==> src/rtl/adc_fifo_burst_reader_pkg.sv <==
// adc_fifo_burst_reader_pkg: shared ADC read-side types and default sizes
package adc_fifo_burst_reader_pkg;
   localparam int ADC_FIFO_RD_W       = 32;
   localparam int ADC_FIFO_RDY_THRESH = 256;
   localparam int ADC_DATA_W          = ADC_FIFO_RD_W;
   localparam int ADC_BURST_LEN       = ADC_FIFO_RDY_THRESH;
   typedef enum logic [1:0] {ST_IDLE, ST_BURST, ST_DRAIN, ST_PAD} rd_state_e;
endpackage

==> src/rtl/adc_skid_buf2.sv <==
// adc_skid_buf2: 2-entry valid/ready buffer with occupancy output
module adc_skid_buf2
   import adc_fifo_burst_reader_pkg::*;
#(
   parameter int DATA_W = ADC_DATA_W
) (
   input  logic              adc_fifo_clk_rd,
   input  logic              rst_n,
   input  logic              in_valid,
   input  logic [DATA_W-1:0] in_data,
   output logic              out_valid,
   output logic [DATA_W-1:0] out_data,
   input  logic              out_ready,
   output logic [1:0]        occ
);
   logic [DATA_W-1:0] d0, d1;
   logic pop;
   assign out_valid = occ != 2'd0;
   assign out_data  = d0;
   assign pop       = out_valid && out_ready;
   // Head entry d0 always holds the oldest word; d1 takes the overflow entry
   always_ff @(posedge adc_fifo_clk_rd or negedge rst_n) begin
      if (!rst_n) begin
         d0  <= '0;
         d1  <= '0;
         occ <= '0;
      end else begin
         if (pop)
            d0 <= (occ == 2'd2) ? d1 : in_data;
         else if (in_valid && occ == 2'd0)
            d0 <= in_data;
         if (in_valid && (occ == 2'd2 || (occ == 2'd1 && !pop)))
            d1 <= in_data;
         occ <= occ + {1'b0, in_valid} - {1'b0, pop};
      end
   end
endmodule

==> src/rtl/adc_fifo_burst_reader.sv <==
// adc_fifo_burst_reader: reads fixed-length bursts from the ADC FIFO into a framed stream
module adc_fifo_burst_reader
   import adc_fifo_burst_reader_pkg::*;
#(
   parameter int DATA_W    = ADC_DATA_W,
   parameter int BURST_LEN = ADC_BURST_LEN,
   parameter int CNT_W     = 16
) (
   input  logic              adc_fifo_clk_rd,
   input  logic              rst_n,
   input  logic              enable,
   input  logic              fifo_rd_rdy,
   input  logic              fifo_rd_empty,
   input  logic [DATA_W-1:0] fifo_q,
   output logic              fifo_rdreq,
   output logic [DATA_W-1:0] m_data,
   output logic              m_valid,
   input  logic              m_ready,
   output logic              m_sop,
   output logic              m_eop,
   output logic              burst_active,
   output logic [CNT_W-1:0]  burst_cnt,
   output logic              underrun_err,
   input  logic              clr_err
);
   localparam logic [CNT_W-1:0] LEN  = CNT_W'(BURST_LEN);
   localparam logic [CNT_W-1:0] LAST = CNT_W'(BURST_LEN - 1);
   rd_state_e state;
   logic [CNT_W-1:0] reads_issued, words_out;
   logic inflight, buf_valid, buf_pop, pad_valid, fire;
   logic last_read, underrun_set, frame_done;
   logic [DATA_W-1:0] buf_data;
   logic [1:0] occ, occ_eff;
   adc_skid_buf2 #(.DATA_W(DATA_W)) u_skid (
      .adc_fifo_clk_rd(adc_fifo_clk_rd),
      .rst_n          (rst_n),
      .in_valid       (inflight),
      .in_data        (fifo_q),
      .out_valid      (buf_valid),
      .out_data       (buf_data),
      .out_ready      (m_ready),
      .occ            (occ)
   );
   // Occupancy net of this cycle's pop lets a read overlap a drain for full throughput
   assign buf_pop      = buf_valid && m_ready;
   assign occ_eff      = occ - {1'b0, buf_pop};
   assign fifo_rdreq   = state == ST_BURST && fifo_rd_rdy && !fifo_rd_empty &&
                         reads_issued < LEN && (occ_eff + {1'b0, inflight}) < 2'd2;
   assign pad_valid    = state == ST_PAD && !buf_valid && !inflight;
   assign m_valid      = buf_valid || pad_valid;
   assign m_data       = buf_valid ? buf_data : '0;
   assign m_sop        = m_valid && words_out == '0;
   assign m_eop        = m_valid && words_out == LAST;
   assign fire         = m_valid && m_ready;
   assign burst_active = state != ST_IDLE;
   assign last_read    = fifo_rdreq && reads_issued == LAST;
   assign underrun_set = state == ST_BURST && !fifo_rd_rdy;
   assign frame_done   = fire && words_out == LAST && (state == ST_DRAIN || state == ST_PAD);
   // Burst sequencing, word/frame counters and sticky underrun flag
   always_ff @(posedge adc_fifo_clk_rd or negedge rst_n) begin
      if (!rst_n) begin
         state        <= ST_IDLE;
         reads_issued <= '0;
         words_out    <= '0;
         inflight     <= 1'b0;
         burst_cnt    <= '0;
         underrun_err <= 1'b0;
      end else begin
         inflight     <= fifo_rdreq;
         underrun_err <= underrun_set || (underrun_err && !clr_err);
         if (fifo_rdreq)
            reads_issued <= reads_issued + CNT_W'(1);
         if (fire)
            words_out <= words_out + CNT_W'(1);
         if (frame_done)
            burst_cnt <= burst_cnt + CNT_W'(1);
         case (state)
            ST_IDLE:
               if (enable && fifo_rd_rdy) begin
                  state        <= ST_BURST;
                  reads_issued <= '0;
                  words_out    <= '0;
               end
            ST_BURST:
               state <= last_read ? ST_DRAIN : underrun_set ? ST_PAD : ST_BURST;
            default:
               if (frame_done)
                  state <= ST_IDLE;
         endcase
      end
   end
endmodule

==> config.mk <==
export PLATFORM = sky130hd
export DESIGN_NAME = adc_fifo_burst_reader
export DESIGN_NICKNAME = d
export VERILOG_FILES = /design/src/rtl/adc_fifo_burst_reader_pkg.sv /design/src/rtl/adc_skid_buf2.sv /design/src/rtl/adc_fifo_burst_reader.sv
export SDC_FILE = /design/constraint.sdc
export NUM_CORES = 1
export LEC_CHECK = 0
export CORE_UTILIZATION = 57
export CTS_CLUSTER_SIZE = 28
export DETAILED_ROUTE_END_ITERATION = 10
export DONT_BUFFER_PORTS = 1
export PLACE_DENSITY = 0.72
export SYNTH_ARGS = -nofsm -noshare
export SYNTH_HDL_FRONTEND = slang
export SYNTH_HIERARCHICAL = 1
export SYNTH_SLANG_ARGS = --single-unit
==> constraint.sdc <==
create_clock -name adc_fifo_clk_rd -period 3.5 [get_ports adc_fifo_clk_rd]
set_clock_uncertainty 0.15 [all_clocks]
set_input_delay 0.35 -clock adc_fifo_clk_rd [delete_from_list [all_inputs] [get_ports adc_fifo_clk_rd]]
set_output_delay 0.35 -clock adc_fifo_clk_rd [all_outputs]
set_load 0.05 [all_outputs]
* Yosys cells after proc, flatten, opt, wreduce, memory -nomap -nowiden
Cells that the tools add are included.
** Storage, ports and cells
- Register bits after elaboration :: 118
** Operators by class
- Add/sub/neg operators :: 7
- Order comparisons :: 2
- Equality and inequality tests :: 8
- Mux-type cells :: 15
- Reductions and logical operators :: 37
** Operators with widths (number)
- $mux W32 :: 4
- $mux W16 :: 6
- $add A16 B1 Y16 const B :: 3
- $eq A16 B8 Y1 const B :: 2
- $logic_and A1 B1 Y1 :: 19
- $logic_not A16 Y1 :: 1
- $lt A16 B9 Y1 const B :: 1
- $mux W2 :: 4
- $eq A2 B2 Y1 const B :: 3
- $logic_not A1 Y1 :: 6
- $reduce_bool A2 Y1 :: 3
- $add A2 B1 Y2 :: 2
- $eq A2 B1 Y1 const B :: 2
- $logic_not A2 Y1 :: 2
- $logic_or A1 B1 Y1 :: 4
- $pmux W2 S2 :: 1
- $sub A2 B1 Y2 :: 2
- $reduce_bool A3 Y1 :: 1
- $lt A2 B2 Y1 const B :: 1
- $ne A2 B2 Y1 const B :: 1
- $reduce_and A2 Y1 :: 1

* Logic depth before layout (Yosys ltp)
Gate-level depths: netlist (run 1).
- Word-level depth :: 10
- Depth in mapped cells :: 11

* Hierarchy
Netlist (run 1), hierarchy kept.
** Modules (own cells, without submodules)
- adc_skid_buf2 :: instances 1, cells each 381, area an instance 4240.3 sq um
- adc_fifo_burst_reader :: instances 1, cells each 306, area an instance 2980.4 sq um

* Worst setup path after synthesis (run 1)
OpenSTA, ideal clock, no wires.
- Path kind :: register to output
- From :: register u_skid.occ[1]
- To :: output port m_eop
- Arrival time :: 2644 ps
- Data required time :: 3000 ps
- Setup slack :: 356 ps
- Stages on the path, launching flop included :: 6
- Buffers on the path :: 2
- Cells stage by stage :: dfrtp_1 > or2_1 > buf_4 > buf_2 > a31oi_1 > nor4_1
** On the way
- Word-level cells in the longest chain between the ends :: 6
** Ends and longest elaborated chain
- from (decl) :: RTL line adc_skid_buf2.sv:14 : output logic [1:0] occ
- from (signal assigned) :: RTL line adc_skid_buf2.sv:34 : occ <= occ + {1'b0, in_valid} - {1'b0, pop};
- $reduce_bool A2 Y1 * :: RTL line adc_skid_buf2.sv:18 : assign out_valid = occ != 2'd0;
- named net buf_valid :: RTL line adc_fifo_burst_reader.sv:30 : logic inflight, buf_valid, buf_pop, pad_valid, fire;
- $logic_not A1 Y1 :: RTL line adc_fifo_burst_reader.sv:49 : assign pad_valid = state == ST_PAD && !buf_valid && !inflight;
- $logic_and A1 B1 Y1 (2 in a row) :: RTL line adc_fifo_burst_reader.sv:49
- $logic_or A1 B1 Y1 * :: RTL line adc_fifo_burst_reader.sv:50 : assign m_valid = buf_valid || pad_valid;
- $logic_and A1 B1 Y1 * :: RTL line adc_fifo_burst_reader.sv:53 : assign m_eop = m_valid && words_out == LAST;
- to (decl) :: RTL line adc_fifo_burst_reader.sv:20 : output logic m_eop,
Mark *: on every way through the listed nets, which the timed path passes. The rest lies on a longest branch.

* Worst setup path in the final report (run 1)
- From :: register u_skid.occ[1]
- To :: output port fifo_rdreq
** On the way
- Word-level cells in the longest chain between the ends :: 6
** Ends and longest elaborated chain
- $reduce_bool A2 Y1 :: RTL line adc_skid_buf2.sv:18
- named net buf_valid :: RTL line adc_fifo_burst_reader.sv:30
- $logic_and A1 B1 Y1 :: RTL line adc_fifo_burst_reader.sv:45 : assign buf_pop = buf_valid && m_ready;
- $sub A2 B1 Y2 :: RTL line adc_fifo_burst_reader.sv:46 : assign occ_eff = occ - {1'b0, buf_pop};
- $add A2 B1 Y2 :: RTL line adc_fifo_burst_reader.sv:48 : reads_issued < LEN && (occ_eff + {1'b0, inflight}) < 2'd2;
- $lt A2 B2 Y1 :: RTL line adc_fifo_burst_reader.sv:48
- $logic_and A1 B1 Y1 :: RTL line adc_fifo_burst_reader.sv:48
- to (decl) :: RTL line adc_fifo_burst_reader.sv:15 : output logic fifo_rdreq,
The timed path passes the listed nets, and every way through them passes these cells.

==> reports/metrics.yaml, run 1 <==
setup_path:
  critPathRequiredTime_ps: 3000
  cpPeakStageDelay_ps: 490
  start_kind: "flop"
  end_kind: "primary output"
  cp.arrival_ps: 2780
  critPathMaxFanout: 8
  critPathKind: "reg2out"
  slowest_stage: "dfrtp_1"
  path_cells: "or2_4, nand2_1, inv_1, ha_1, xnor2_1, xor2_1, and4_2"
pwr:
  p_seq_frac: 0.293
  ir_worst_vdd_uv: 529
  switchingPower_w: 0.00283
  combPwrFrac: 0.459
  swShare: 0.459
  clkPwrFrac: 0.248
  power.internal_w: 0.00333
  power.leakage_nw: 3.21
  cellPowerDensity_nw_per_um2: 760
detailed_routing:
  routed_via_density: 6.67
  routedWlPerCell_um: 20.8
  routed_wirelength_mm: 18.3
  antenna_left: 0
  drc: 0
  dr_total_vias: 5866
  dr.pass1.iters: 5
  drt_iter0_markers: 523
yosys:
  ys_warn_count: 6
  synth.most_common_cell: "dfrtp_1"
  syn_nets: 733
  synth_top_area_cell: "dfrtp_1"
  postSynthAreaPerCell_sq_um: 10.5
  synth_top_family_by_area: "compound AO/OA/AOI/OAI gates"
  synth_compound_area_frac: 0.256
  synth_area_leaders: "dfrtp_1, a221oi_2, o22ai_2, o221a_1, and3b_1"
  synthXorXnorAreaFrac: 0.0327
  synth_cell_types: 61
  ys_ff_latch: 118
  synth.top_cell.area_share: 0.409
  yosysSeqAreaShare: 0.409
  synth-simple-area-share: 0.208
  synthAdderAreaFrac: 0.0121
  synth_top_cells_by_count: "dfrtp_1, inv_1, o22ai_1"
  synth_edf_count: 0
  ys_async_sr_fraction: 1.00
  synth_area_sq_um: 7220
  synth.area.mux_share: 0.00988
  synth-main-ff-cell: "dfrtp_1"
  synth_cells: 687
timing:
  tightest_slew_ps: 1090
  slew_viol_final: 0
  fin_setup_tns_ps: 0
  fmax_mhz: 305
  setup_viol: 0
  rsz0062_at_grt: "false"
  hold_violations: 0
  maxSlewHeadroom: 0.268
  fin_crit_ps: 3280
  fin_crit_sh: 0.936
run:
  maxCapViolCount: 0
placed_design:
  io_buffers: 0
  gp_congestion: 0.847
  place_inst: 810
  dp_hpwl_mm: 10.1
finish:
  drive_gt1_frac: 0.176
  nNetsFinal: 744
  syn_to_final_growth_pct: 12.4
  layout.cells.non_filler: 879
global_routing:
  grt_pass1_vias: 5868
  overflow: 0
  grt_max_degree: 119
  met3_usage: 0.0741
  grt_use_met1: 0.389
  busiest_layer: "met2"
  grt_pass1_wl_mm: 30.0
  antenna_found_initial: 1
  grtUsageMet2: 0.459
  track_usage: 0.295
clocking:
  cts_buffers: 17
  cts_tree: "done"
  clock_latency_ps: 420
  clk_path_buf_depth: 2
  post-cts-setup-buffers: 0
  cts.sinks: 118
  clkSlewWorstSetupHoldPaths_ps: 60
  htree_levels: 4
  cts_root_buf: "clkbuf_16"
die:
  start_util: 0.594
  num_io_pins: 93
  std_cell_rows: 40
  dieArea_sq_um: 13100
  core-area_sq_um: 12200
  dieWidth_um: 115
  die-height_um: 115
worst_hold_path:
  hold_class: "in2reg"
status:
  status: "completed"
==> area by class of cell <==
type / count / area [sq um]
timing repair buffer: 49 / 492
inverter: 48 / 180
clock inverter: 5 / 25.0
multi-input combinational: 464 / 3770
clock buffer: 26 / 479
antenna: 1 / 2.50
fill: 953 / 4040
sequential: 118 / 2950
tap: 168 / 210
==> logic make-up after synthesis <==
family,Yosys count
AO/OA/AOI/OAI,198
flip-flops,118
multiplexers,7
adder cells (fa/ha/maj),7
XOR/XNOR,27
AND/OR/NAND/NOR,225
buffers and inverters,105
==> what timing repair did <==
| item | in CTS | in global routing |
|---|---|---|
| hold buffers | 37 | 0 |
| resized for setup | 1 | 1 |
| cloned | 0 | 0 |
| endpoints found under the setup margin | 1 | 1 |
| endpoints found under the hold margin | 176 | 0 |
==> cell usage in the layout, fill, tap and decap left out, drive strengths merged, types with 5 or more instances in the layout <==
cell type    Yosys  layout
clkbuf          19      26
o21ai           10      10
nor2            13      13
nand3           21      21
buf             38      14
or2              6       6
nor3             6       6
and3b           31      31
dfrtp          118     118
o221a           31      31
o31ai            5       5
or4              6       6
inv             48      48
and2            32      32
nor4            20      20
xor2            18      18
o22ai           64      64
nor2b           10      10
a21oi           14      14
a31oi           32      32
nand4            6       6
xnor2            9       9
a221oi          31      31
ha               7       7
clkinv           0       5
mux2i            6       6
nand2b          30      30
dlygate4sd3      0      35
nand2           20      20
==> layer usage <==
layer,up-vias,share of wire,wire (um)
met2,245,0.47,8530
li1,2631,-,-
met3,32,0.076,1390
met5,-,0,0
met4,0,0.020,357
met1,2958,0.44,8020
==> final timing paths <==
kind,from,to,slack (ps),cells after the start
max in group asynchronous,rst_n,u_skid/occ[0],2250,2
hold reg to reg,reads_issued[10],reads_issued[10],360,1
setup reg to reg,u_skid/occ[1],state[0],530,8
hold / removal,m_ready,u_skid/out_data[6],40,2
setup / recovery,u_skid/occ[1],fifo_rdreq,220,7
min in group asynchronous,rst_n,u_skid/out_data[22],410,2
==> flip-flops by register name, summed over array words and instances, names as in the netlist <==
| register | cells |
|---|---|
| u_skid/occ | 2 |
| reads_issued | 16 |
| inflight | 1 |
| underrun_err | 1 |
| state | 2 |
| burst_cnt | 16 |
| u_skid/d1 | 32 |
| u_skid/out_data | 32 |
| words_out | 16 |
==> stage by stage <==
step	total power [W]	hold WS (ps)	instance area, sq um	utilization	worst slack, ps
global route	0.00646	20.7	8120	0.667	14.1
floorplan	0.00423	-95.6	7220	-	356
global placement	0.00449	-92.6	7210	0.593	511
detailed placement	0.00455	-92.3	7210	0.593	467
finish	0.00617	35.3	8120	0.667	224
CTS	0.00617	4.65	8110	0.667	109
==> critical path: cells and delay by family, from the launching register on <==
kind / cells / cell delay, ps
simple gates: 3 / 940
flops: 1 / 490
xor+xnor: 2 / 590
fa+ha+maj: 1 / 210
buf+inv: 1 / 130
==> power groups by stage <==
stage / clock network (W) / logic, W / registers, W
3_5_place_dp: 0 / 0.00273 / 0.00182
6_report: 0.00153 / 0.00283 / 0.00181
3_3_place_gp: 0 / 0.00268 / 0.00182
5_1_grt: 0.00162 / 0.00300 / 0.00184
2_1_floorplan: 0 / 0.00248 / 0.00175
4_1_cts: 0.00155 / 0.00281 / 0.00181
(Power assumes the default switching activity.)
==> run 2: changes to the inputs <==
--- a/config.mk
+++ b/config.mk
@@ -5,6 +5,7 @@
 export SDC_FILE = /design/constraint.sdc
 export NUM_CORES = 1
 export LEC_CHECK = 0
+export CORE_MARGIN = 10
 export CORE_UTILIZATION = 57
 export CTS_CLUSTER_SIZE = 28
 export DETAILED_ROUTE_END_ITERATION = 10
==> constraint.sdc (replaced) <==
create_clock -name adc_fifo_clk_rd -period 4.15 [get_ports adc_fifo_clk_rd]
set_clock_uncertainty 0.15 [all_clocks]
set_input_delay 0.415 -clock adc_fifo_clk_rd [delete_from_list [all_inputs] [get_ports adc_fifo_clk_rd]]
set_output_delay 0.415 -clock adc_fifo_clk_rd [all_outputs]
set_load 0.05 [all_outputs]
==> run 2 against run 1 <==
Compared with the run above: utilization shrank 4.4 points; via count shrank 5.0%; combinational power shrank 17%; cell area shrank 3.9%; register-to-register slack gained 620 ps; flip-flop and latch count is the same; critical path depth shrank 1; routed wire length shrank 2.7%; clock power shrank 8%; first-iteration DRC count shrank 15%; critical path type unchanged; largest cell class unchanged; largest power group unchanged.
==> reports/metrics.yaml, run 2 (synthesis results as in run 1) <==
setup_path:
  end_kind: "primary output"
  critPathRequiredTime_ps: 3590
  critPathKind: "reg2out"
  critPathMaxFanout: 69
  cp.arrival_ps: 2960
  start_kind: "flop"
finish:
  register_area_sq_um: 2950
  final_cell_area_sq_um: 7800
  nNetsFinal: 707
  drive_gt1_frac: 0.181
  final_common_cell: "dfrtp_1"
  syn_to_final_growth_pct: 8.09
  layout.cells.non_filler: 845
  mostFrequentLayoutCells: "dfrtp_1, inv_1, o22ai_1"
  multiInputGateArea_sq_um: 3770
  diodes: 0
  nFillCells: 1020
detailed_routing:
  routedWlPerCell_um: 21.1
  drc: 0
  antenna_left: 0
  routed_wirelength_mm: 17.8
  drt_iter0_markers: 444
  dr.pass1.iters: 6
  routed_via_density: 6.60
  dr_total_vias: 5573
pwr:
  clkPwrFrac: 0.266
  power.internal_w: 0.00292
  ir_worst_vdd_uv: 463
  swShare: 0.447
  p_seq_frac: 0.288
  cellPowerDensity_nw_per_um2: 677
  switchingPower_w: 0.00236
  combPwrFrac: 0.446
  power.leakage_nw: 3.07
global_routing:
  met3_usage: 0.0681
  grt_pass1_wl_mm: 29.6
  busiest_layer: "met2"
  antenna_found_initial: 0
  grt_max_degree: 119
  grt_use_met1: 0.250
  grtUsageMet2: 0.322
  track_usage: 0.202
  grt_pass1_vias: 5636
  overflow: 0
die:
  dieArea_sq_um: 17600
  start_util: 0.577
  core-area_sq_um: 12500
  dieWidth_um: 133
  num_io_pins: 93
  std_cell_rows: 41
  die-height_um: 133
clocking:
  cts_buffers: 17
  clock_latency_ps: 410
  cts.sinks: 118
  post-cts-setup-buffers: 0
  clkSlewWorstSetupHoldPaths_ps: 50
  cts_tree: "done"
  clk_path_buf_depth: 2
  cts_root_buf: "clkbuf_16"
  htree_levels: 4
status:
  status: "completed"
timing:
  slew_viol_final: 0
  fin_crit_sh: 0.849
  fmax_mhz: 284
  fin_crit_ps: 3520
  worst_slack_ps: 628
  maxSlewHeadroom: 0.213
  setup_viol: 0
  hold_violations: 0
  rsz0062_at_grt: "false"
  tightest_slew_ps: 1180
  fin_setup_tns_ps: 0
placed_design:
  gp_congestion: 0.842
  postPlaceCellArea_sq_um: 7190
  post-place-ws_ps: 1070
  place_inst: 811
  io_buffers: 0
  dp_hpwl_mm: 10.8
worst_hold_path:
  hold_class: "in2reg"
run:
  maxCapViolCount: 0
-- run 2: changes by cell type in the layout (fill, tap and decap cells not counted) --
cell	delta
dlygate4sd3_1	-33
buf_6	-1
buf_12	-1
clkinv_2	-3
diode_2	-1
clkbuf_8	+4
clkbuf_1	-2
buf_4	-2
and4_1	+1
bufinv_16	+1
and4_2	-1
-- run 2: area by class of cell --
type,count,area share
Timing Repair Buffer,12,0.0147
Clock buffer,28,0.0675
Clock inverter,3,0.00513
Tap cell,172,0.0276
Multi-Input combinational cell,464,0.483
Inverter,48,0.0231
Sequential cell,118,0.378
-- run 2: power by group through the flow --
stage	clock (W)	sequential, W	combinational [W]
2_1_floorplan	0	0.00148	0.00209
3_3_place_gp	0	0.00153	0.00228
3_5_place_dp	0	0.00154	0.00232
4_1_cts	0.00143	0.00152	0.00236
5_1_grt	0.00148	0.00155	0.00251
6_report	0.00140	0.00152	0.00236
-- run 2: repair_timing --
action | 4_1_cts | 5_1_grt
hold endpoints to repair | 119 | 0
setup endpoints to repair | 0 | 0
hold buffers | 3 | 0
gates resized for setup | 0 | 0
-- run 2: critical path, stage by stage (launching register included) --
cell and delay [ps]:
dfrtp_2 350, buf_4 680, inv_1 100, ha_1 240
xnor2_1 290, xor2_1 300, and4_1 580
-- run 2: worst paths after layout --
check / start / end / slack (ps) / cells past startpoint
worst max register to register: u_skid/occ[0] / state[0] / 1150 / 7
max in group asynchronous: rst_n / u_skid/occ[0] / 2790 / 2
worst min register to register: reads_issued[10] / reads_issued[10] / 350 / 1
worst max-delay path: u_skid/occ[0] / fifo_rdreq / 630 / 6
min in group asynchronous: rst_n / u_skid/d1[29] / 530 / 2
worst min-delay path: fifo_rd_rdy / underrun_err / 50 / 2
-- run 2: per-layer routing --
metal / part of all wire / up-vias
met1: 0.43 / 2824
met4: 0.014 / 0
met3: 0.073 / 26
met2: 0.48 / 176
li1: - / 2547
met5: 0 / -
-- run 2: per-stage QoR --
stage          power, W   util  hold WS, ps
3_5_place_dp    0.00386  0.574        -25.2
2_1_floorplan   0.00357      -        -30.6
4_1_cts         0.00531  0.624         34.2
3_3_place_gp    0.00382  0.574        -26.3
5_1_grt         0.00554  0.624         43.6
6_report        0.00528  0.624         48.0
